$ cat config.mk
export PLATFORM = sky130hd
export DESIGN_NAME = axis_rate_monitor
export DESIGN_NICKNAME = d
export VERILOG_FILES = /design/src/rtl/axis_rate_monitor.sv
export SDC_FILE = /design/constraint.sdc
export NUM_CORES = 1
export LEC_CHECK = 0
export CAP_MARGIN = 0
export CORE_UTILIZATION = 49
export DETAILED_ROUTE_END_ITERATION = 10
export GPL_ROUTABILITY_DRIVEN = 0
export PLACE_DENSITY = 0.77
export REMOVE_ABC_BUFFERS = 1
export SETUP_SLACK_MARGIN = 0.15
export SLEW_MARGIN = 30
export SYNTH_ARGS = -nofsm -noshare
export SYNTH_HDL_FRONTEND = slang
export SYNTH_SLANG_ARGS = --single-unit
$ cat constraint.sdc
create_clock -name axi_aclk -period 6.6 [get_ports axi_aclk]
set_input_delay 1.65 -clock axi_aclk [delete_from_list [all_inputs] [get_ports axi_aclk]]
set_output_delay 1.65 -clock axi_aclk [all_outputs]
set_load 0.05 [all_outputs]
$ cat src/rtl/axis_rate_monitor.sv
// axis_rate_monitor: passive AXI-Stream throughput meter.
// Counts bytes (popcount of tstrb) and packets (tlast beats) seen on a tapped
// stream handshake over a programmable window of interval_cycles clocks and
// publishes a snapshot with a one-cycle win_valid pulse at every window close.
//
// Optional feature: define RATE_MON_MAX_PKT_EN to track the largest packet
// (in bytes) whose tlast fell inside each window. Without the macro,
// win_max_pkt_bytes is constant 0.
//
// Handshake: a beat is a cycle where s_axis_tvalid and s_axis_tready are both
// high at the rising edge of axi_aclk. All tap inputs are observed only; this
// block drives nothing back onto the stream.
module axis_rate_monitor #(
  parameter int C_S_AXIS_DATA_WIDTH = 256,
  parameter int C_S_AXI_DATA_WIDTH  = 32
) (
  input  logic                                 axi_aclk,
  input  logic                                 axi_areset,
  input  logic [C_S_AXIS_DATA_WIDTH/8-1:0]     s_axis_tstrb,
  input  logic                                 s_axis_tvalid,
  input  logic                                 s_axis_tready,
  input  logic                                 s_axis_tlast,
  input  logic                                 sw_rst,
  input  logic                                 mon_en,
  input  logic [C_S_AXI_DATA_WIDTH-1:0]        interval_cycles,
  output logic [C_S_AXI_DATA_WIDTH-1:0]        win_bytes,
  output logic [C_S_AXI_DATA_WIDTH-1:0]        win_pkts,
  output logic                                 win_sat,
  output logic [C_S_AXI_DATA_WIDTH-1:0]        win_seq,
  output logic                                 win_valid,
  output logic [15:0]                          win_max_pkt_bytes,
  output logic                                 dbg_state
);

  localparam int SW  = C_S_AXIS_DATA_WIDTH / 8;
  localparam int BW  = $clog2(SW + 1);
  localparam int AW  = C_S_AXI_DATA_WIDTH;
  localparam int AW1 = AW + 1;

  typedef enum logic {
    ST_IDLE = 1'b0,
    ST_RUN  = 1'b1
  } state_t;

  state_t          state_q;
  state_t          state_nx;
  logic            enable_ok;
  logic            active;
  logic            close;

  logic            beat;
  logic            pkt_inc;
  logic [BW-1:0]   strobe_bytes;
  logic [BW-1:0]   beat_bytes;

  logic [AW-1:0]   acc_bytes;
  logic [AW-1:0]   acc_pkts;
  logic            sat_q;
  logic [AW-1:0]   cyc;

  logic [AW:0]     bytes_sum;
  logic [AW-1:0]   bytes_next;
  logic [AW-1:0]   pkts_next;
  logic            sat_now;
  logic [15:0]     max_close;

  assign beat      = s_axis_tvalid & s_axis_tready;
  assign pkt_inc   = beat & s_axis_tlast;
  assign enable_ok = mon_en & (interval_cycles != '0);

  // Byte count of the current beat: popcount of the strobes, zero when no beat
  always_comb begin
    strobe_bytes = '0;
    for (int i = 0; i < SW; i++) begin
      strobe_bytes = strobe_bytes + BW'(s_axis_tstrb[i]);
    end
    beat_bytes = beat ? strobe_bytes : '0;
  end

  // FSM state register; sw_rst behaves like reset
  always_ff @(posedge axi_aclk or posedge axi_areset) begin
    if (axi_areset) begin
      state_q <= ST_IDLE;
    end else if (sw_rst) begin
      state_q <= ST_IDLE;
    end else begin
      state_q <= state_nx;
    end
  end

  // FSM next state: run only while enabled with a non-zero interval
  always_comb begin
    state_nx = state_q;
    case (state_q)
      ST_IDLE: if (enable_ok)  state_nx = ST_RUN;
      ST_RUN:  if (!enable_ok) state_nx = ST_IDLE;
      default: state_nx = ST_IDLE;
    endcase
  end

  // FSM outputs: counting enable and window close strobe
  always_comb begin
    active    = (state_q == ST_RUN) && enable_ok;
    close     = active && (cyc >= (interval_cycles - AW'(1)));
    dbg_state = (state_q == ST_RUN);
  end

  // Saturating next values of the accumulators including this cycle's beat
  always_comb begin
    bytes_sum  = {1'b0, acc_bytes} + AW1'(beat_bytes);
    bytes_next = bytes_sum[AW] ? '1 : bytes_sum[AW-1:0];
    pkts_next  = (pkt_inc && (&acc_pkts)) ? acc_pkts : acc_pkts + AW'(pkt_inc);
    sat_now    = bytes_sum[AW] | (pkt_inc & (&acc_pkts));
  end

  // Window accumulators and cycle counter; cleared when idle or at a close
  always_ff @(posedge axi_aclk or posedge axi_areset) begin
    if (axi_areset) begin
      acc_bytes <= '0;
      acc_pkts  <= '0;
      sat_q     <= 1'b0;
      cyc       <= '0;
    end else if (sw_rst || !active || close) begin
      acc_bytes <= '0;
      acc_pkts  <= '0;
      sat_q     <= 1'b0;
      cyc       <= '0;
    end else begin
      acc_bytes <= bytes_next;
      acc_pkts  <= pkts_next;
      sat_q     <= sat_q | sat_now;
      cyc       <= cyc + AW'(1);
    end
  end

`ifdef RATE_MON_MAX_PKT_EN
  logic [15:0] pkt_len_q;
  logic [16:0] len_sum;
  logic [15:0] pkt_len_sum;
  logic [15:0] win_max_q;

  // Running length of the packet in flight and the window max including it
  always_comb begin
    len_sum     = {1'b0, pkt_len_q} + 17'(beat_bytes);
    pkt_len_sum = len_sum[16] ? 16'hFFFF : len_sum[15:0];
    max_close   = win_max_q;
    if (pkt_inc && (pkt_len_sum > win_max_q)) max_close = pkt_len_sum;
  end

  // In-packet byte counter; only reset/sw_rst clear it, not enable changes
  always_ff @(posedge axi_aclk or posedge axi_areset) begin
    if (axi_areset) begin
      pkt_len_q <= '0;
    end else if (sw_rst) begin
      pkt_len_q <= '0;
    end else if (beat) begin
      pkt_len_q <= s_axis_tlast ? 16'd0 : pkt_len_sum;
    end
  end

  // Window max packet length; cleared together with the accumulators
  always_ff @(posedge axi_aclk or posedge axi_areset) begin
    if (axi_areset) begin
      win_max_q <= '0;
    end else if (sw_rst || !active || close) begin
      win_max_q <= '0;
    end else begin
      win_max_q <= max_close;
    end
  end
`else
  // Max-packet tracking not built: report zero
  always_comb begin
    max_close = 16'd0;
  end
`endif

  // Snapshot registers and the one-cycle win_valid pulse
  always_ff @(posedge axi_aclk or posedge axi_areset) begin
    if (axi_areset) begin
      win_bytes         <= '0;
      win_pkts          <= '0;
      win_sat           <= 1'b0;
      win_seq           <= '0;
      win_valid         <= 1'b0;
      win_max_pkt_bytes <= '0;
    end else if (sw_rst) begin
      win_bytes         <= '0;
      win_pkts          <= '0;
      win_sat           <= 1'b0;
      win_seq           <= '0;
      win_valid         <= 1'b0;
      win_max_pkt_bytes <= '0;
    end else begin
      win_valid <= close;
      if (close) begin
        win_bytes         <= bytes_next;
        win_pkts          <= pkts_next;
        win_sat           <= sat_q | sat_now;
        win_seq           <= win_seq + AW'(1);
        win_max_pkt_bytes <= max_close;
      end
    end
  end

endmodule

# Yosys cells after proc, flatten, opt, wreduce, memory -nomap -nowiden
# Index checks and enable logic that the tools add are counted.
# totals
regBits,212
inputBits,71
# classes
addsub,36
magnitude_cmp,1
mux,20
bitwise_logic,6
reduce_logical,9
# ops
operator,count
$mux W32,11
$add A6 B1 Y6,26
$add A32 B1 Y32 const B,2
$add A32 B6 Y33,1
$add A32 B1 Y32,1
$ge A32 B32 Y1,1
$mux W16,2
$reduce_and A32 Y1,1
$reduce_bool A32 Y1,1
$sub A32 B1 Y32 const B,1
$add A5 B1 Y6,1
$mux W1,6
$mux W6,1
$add A4 B1 Y5,1
$add A3 B1 Y4,1
$and A1 B1 Y1,4
$add A2 B1 Y3,1
$logic_and A1 B1 Y1,3
$add A1 B1 Y2,1
$logic_or A1 B1 Y1,2
$or A1 B1 Y1,2
$reduce_bool A2 Y1,1
$logic_not A1 Y1,1

# Longest topological paths before layout
# depth
ltp_word,37
depth_mapped,25
depth_no_buf,24

# Worst setup path before layout
# OpenSTA, ideal clock, no wires.
# synth_path
path_type,input port to flip-flop
startpoint,in s_axis_tstrb[0]
endpoint,reg win_bytes[18]
setup_time_ns,0.094
t_arrival_ns,7.756
t_required_ns,6.506
setup_slack_ns,-1.250
stages,21
n_path_buf,1
cell_sequence,inv_1 -> fa_1 -> fa_1 -> fa_1 -> fa_1 -> fa_1 -> fa_1 -> inv_1 -> ha_1 -> inv_1 -> fa_1 -> or2_2 -> fa_1 -> nor2b_1 -> o31ai_1 -> a21oi_1 -> nand2_1 -> nor3_1 -> clkbuf_1 -> nor2_1 -> a211oi_1
# synth_between
elab_chain_len,36
# synth_lines
element,line_no,source
"start, declared",19,"input logic [C_S_AXIS_DATA_WIDTH/8-1:0] s_axis_tstrb,"
$add A1 B1 Y2,75,strobe_bytes = strobe_bytes + BW'(s_axis_tstrb[i]);
$add A2 B1 Y3,75,
$add A3 B1 Y4,75,
$add A4 B1 Y5,75,
$add A5 B1 Y6,75,
$add A6 B1 Y6 (26 in a row),75,
$mux W6,77,beat_bytes = beat ? strobe_bytes : '0;
$add A32 B6 Y33,110,"bytes_sum = {1'b0, acc_bytes} + AW1'(beat_bytes);"
$mux W32,111,bytes_next = bytes_sum[AW] ? '1 : bytes_sum[AW-1:0];
$mux W32,196,if (close) begin
$mux W32,187,end else if (sw_rst) begin
"end signal, assigned",197,win_bytes <= bytes_next;
"end, declared",26,"output logic [C_S_AXI_DATA_WIDTH-1:0] win_bytes,"
# Every way passes these cells. The select of a mux whose other input is x is not followed.
# A chain may end at the register's enable or synchronous reset.

# Worst setup path in the final report
# layout_path
startpoint,in s_axis_tstrb[21]
endpoint,reg acc_bytes[26]
# layout_between
elab_chain_len,15
# layout_lines
element,line_no,source
$add A6 B1 Y6 (11 in a row),75,
$mux W6,77,
$add A32 B6 Y33,110,
$mux W32,111,
$mux W32,123,end else if (sw_rst || !active || close) begin
"end signal, assigned",129,acc_bytes <= bytes_next;
"end, declared",56,logic [AW-1:0] acc_bytes;
# Every way passes these cells.

==> metrics.md <==
| Metric | Value |
|---|---|
| Worst ir drop on vdd | 0.000232 V |
| Int Power | 2.33 mW |
| Hold-critical path endpoint | cyc[0] |
| Detail Placement HPWL | about 19 mm |
| Final instance count without filler cells | 1,758 |
| Via-to-Cell Ratio | between 5 and 6 |
| Proportion of register bits with asynchronous set or reset after synthesis | 100% |
| Count of flip-flops with a built-in enable after synthesis | 0 |
| Number of synthesis warnings | 0 |
| Clock tree from TritonCTS | built |
| Area of the die | 0.0240 mm2 |
| Peak fanout along the critical path | 5 |
| Buffer and inverter count on the worst path | 8 |
| Most frequent cell on the critical path | fa_1 |
| Hold Slack | 518 ps |
| Path depth of the worst reg2reg path | 10 |
| Per-instance average area after synthesis | 9.30 um2 |
| Area of the multi-input gates | 0.00662 mm2 |
| Post-layout instance area | 0.0150 mm2 |
| Share of final-layout standard cells stronger than drive strength 1 | 16.7% |
| Category of the critical setup timing path | input pin to flip-flop |
| Vias in the first global route | 9,462 |
| Die Span Y | 155 um |
| Worst path required time | 6910 ps |
| Register clock-pin slew on the reported worst setup and hold paths | 80 ps |
| Crit path max-delay family | adder cells |
| H-tree lvl count | 4 |
| # setup viols final | 66 |
| PortBufs | 169 |
| Final clock period utilization by the worst path | 111% |
| Worst Min Path Start | cyc[0] |
| Sequential cell area | 0.00490 mm2 |
| Critical path launch point type | input pin |
| Synthesized netlist cell count | 1,232 |
| Switching power of the nets | about 1.1 mW |
| Violated checks | negative setup slack |
| Final Max Slew Viols | 0 |
| Drc violations | 0 |
| Number of rows created at floorplan | between 50 and 60 |
| FF-to-FF setup slack | 3600 ps |
| Share of power burned in registers | around a third |
| Number of I/O pins | 186 |
| Number of buffers inserted for hold repair after clock tree synthesis | 0 |
| Detailed-routing iteration count for the pre-antenna-repair pass | 7 |
| Slowest CP cell | fa_1 |
| Worst hold path type | flip-flop to flip-flop |
| Antenna cell count | 0 |
| Final WS setup | -728 ps |
| Root Buffer Master | clkbuf_16 |
| Sum of negative setup slack | -36,680 ps |
| Number of sinks driven by the clock tree | 196 |
| Clock tree skew after final layout | between 20 and 25 ps |
| Clock period minus final worst setup slack | around 7300 ps |
| Setup repair after global routing missed its margin | true |
| Endpoint of the worst register-to-register path | acc_bytes[13] |
| Sequential share of the synthesized area | 42.8% |
| Number of buffers created by CTS | 17 |
| Chip Width | 155 um |
| Cell area after synthesis | 0.0115 mm2 |
| Synth Register Bits | 196 |
| Largest stage delay on the critical path | 520 ps |
| Total congestion overflow | 0 |
| Sort of element at the end of the critical path | flip-flop |
| Post-Place Cell Area | 0.0136 mm2 |
| Max Clk Rate | 0.136 GHz |
| Core region area | between 0.02 and 0.025 mm2 |
| Post-synthesis cell type count | 57 |
| Initial antenna violation count | 0 |
| Total via count in the routed design | 9,747 |
| Clk pwr share | 31.6% |
| Fraction of post-synthesis cell area in the top cell type by area | 42.8% |
| Outcome | finished, violations left |
| Data arrival, critical path | 7640 ps |
| Global-route wire length before repair | 46.3 mm |
| Worst Max-Slew Pin Slew | approximately 820 ps |
| WL final | 29.0 mm |
| Max Cap Viol | 0 |
| Final hold violations | 0 |
| Starting density of the core | between 50% and 60% |
| Post-route ant nets | 0 |
| Cell count after placement | 1,705 |
| Worst slew slack as a fraction of its limit | 45.1% |
| PD cells | approximately 230 mW/mm2 |
| # fillers | 1,799 |
| Total power | around 3.4 mW |
| Average wire per standard cell | roughly 16 um |
| Combinational fraction of design power | between 30% and 40% |
| Cell depth of the worst hold path | 1 |
| Main flop type after synthesis | dfrtp_1 |
| Number of buffers on the longest clock path | 2 |
| Biggest area contributors in the synthesized netlist | dfrtp_1 43%, nor2_1 7.5%, ha_1 5.6% |
| Net switching fraction of the power | 31.9% |
| Total Routing Usage GR | 23.9% |
| P&R area growth vs syn | 31.0% |
| Pin count of the biggest net entering global routing | 154 |
| Clk_lat worst skew | 440 ps |
| Detailed router's first-iteration violation count | 579 |
| Post-layout nets | 1,579 |
| Launch point of the worst reg-to-reg path | cyc[6] |
| Leakage power figure | 6.22 nW |
| Leading area contributor after synthesis | dfrtp_1 |
cells by family after synthesis:
group           Yosys count  share of synthesized area, %
simple gates            528                          22.5
flops                   196                          42.8
compound gates          178                          10.2
buf+inv                 132                          5.17
xor+xnor                113                          8.64
fa+ha+maj                76                          9.94
mux                       8                         0.732
other cells               1                        0.0327
stage by stage:
stage | util (%) | setup slack, ps
3_5_place_dp | 59.9 | -1590
5_1_grt | 65.9 | -859
2_1_floorplan | - | -2330
4_1_cts | 64.3 | -529
6_report | 65.9 | -728
3_3_place_gp | 59.8 | -1540
flip-flops by register name, summed over array words and instances (netlist names), 32 cells and up:
name,flops
win_bytes,32
win_pkts,32
acc_pkts,32
acc_bytes,32
win_seq,32
cyc,32
cell usage in the layout (no fill, tap or decap), types with 47 or more instances in the layout:
master           netlist  final
xor2_1                61     56
nand3_1               56     52
inv_1                 67     56
buf_4                 16     47
clkdlybuf4s50_1        0    153
ha_1                  51     47
xnor2_1               52     48
nor2_1               229    197
nand2_1               64     63
dfrtp_1              196    196
cells in the mapped netlist (all sizes together) (29+ instances only):
master    n
clkbuf   39
a211oi   62
nand4    31
nand2    64
dfrtp   196
inv      67
nand3    56
ha       51
nor2    229
o21ai    29
xnor2    52
xor2     61
a21oi    49
layer usage:
layer / share of wire, % / up-vias / wire, um / track usage [%]
li1: - / 4631 / - / -
met1: 42 / 4762 / 12200 / 31.4
met2: 51 / 310 / 14700 / 41.4
met3: 6.0 / 44 / 1730 / 4.23
met4: 1.5 / 0 / 427 / 4.95
met5: 0 / - / 0 / 0
final cells by class:
cell class | count | share of cell area [%]
timing repair buffer | 231 | 14.8
inverter | 67 | 1.76
clock inverter | 13 | 1.07
sequential | 196 | 32.7
tap | 313 | 2.61
clock buffer | 19 | 2.95
multi-input combinational | 919 | 44.1
how the worst max path moves through the flow:
stage	depth (start not counted)	to	start	slack (ps)
floorplan	13	acc_bytes[10]	interval_cycles[2]	-2330
global placement	22	win_bytes[20]	s_axis_tstrb[0]	-1540
detailed placement	25	win_bytes[20]	s_axis_tstrb[0]	-1590
CTS	26	win_bytes[20]	s_axis_tstrb[21]	-530
global route	27	win_bytes[25]	s_axis_tstrb[21]	-860
finish	26	acc_bytes[26]	s_axis_tstrb[21]	-730
power groups by stage:
stage                     clock, mW  combinational, mW  sequential [mW]
after floorplan                   0              0.587             1.23
after global placement            0              0.852             1.23
after detailed placement          0              0.882             1.23
after CTS                      1.09               1.03             1.20
after global routing           1.15               1.25             1.20
final                          1.08               1.14             1.20
timing repair:
item	CTS	global route
resized for setup	137	71
pin swaps	71	21
buffers inserted	15	4
cloned	1	1
endpoints found under the setup margin	66	66
(Power assumes the default switching activity.)
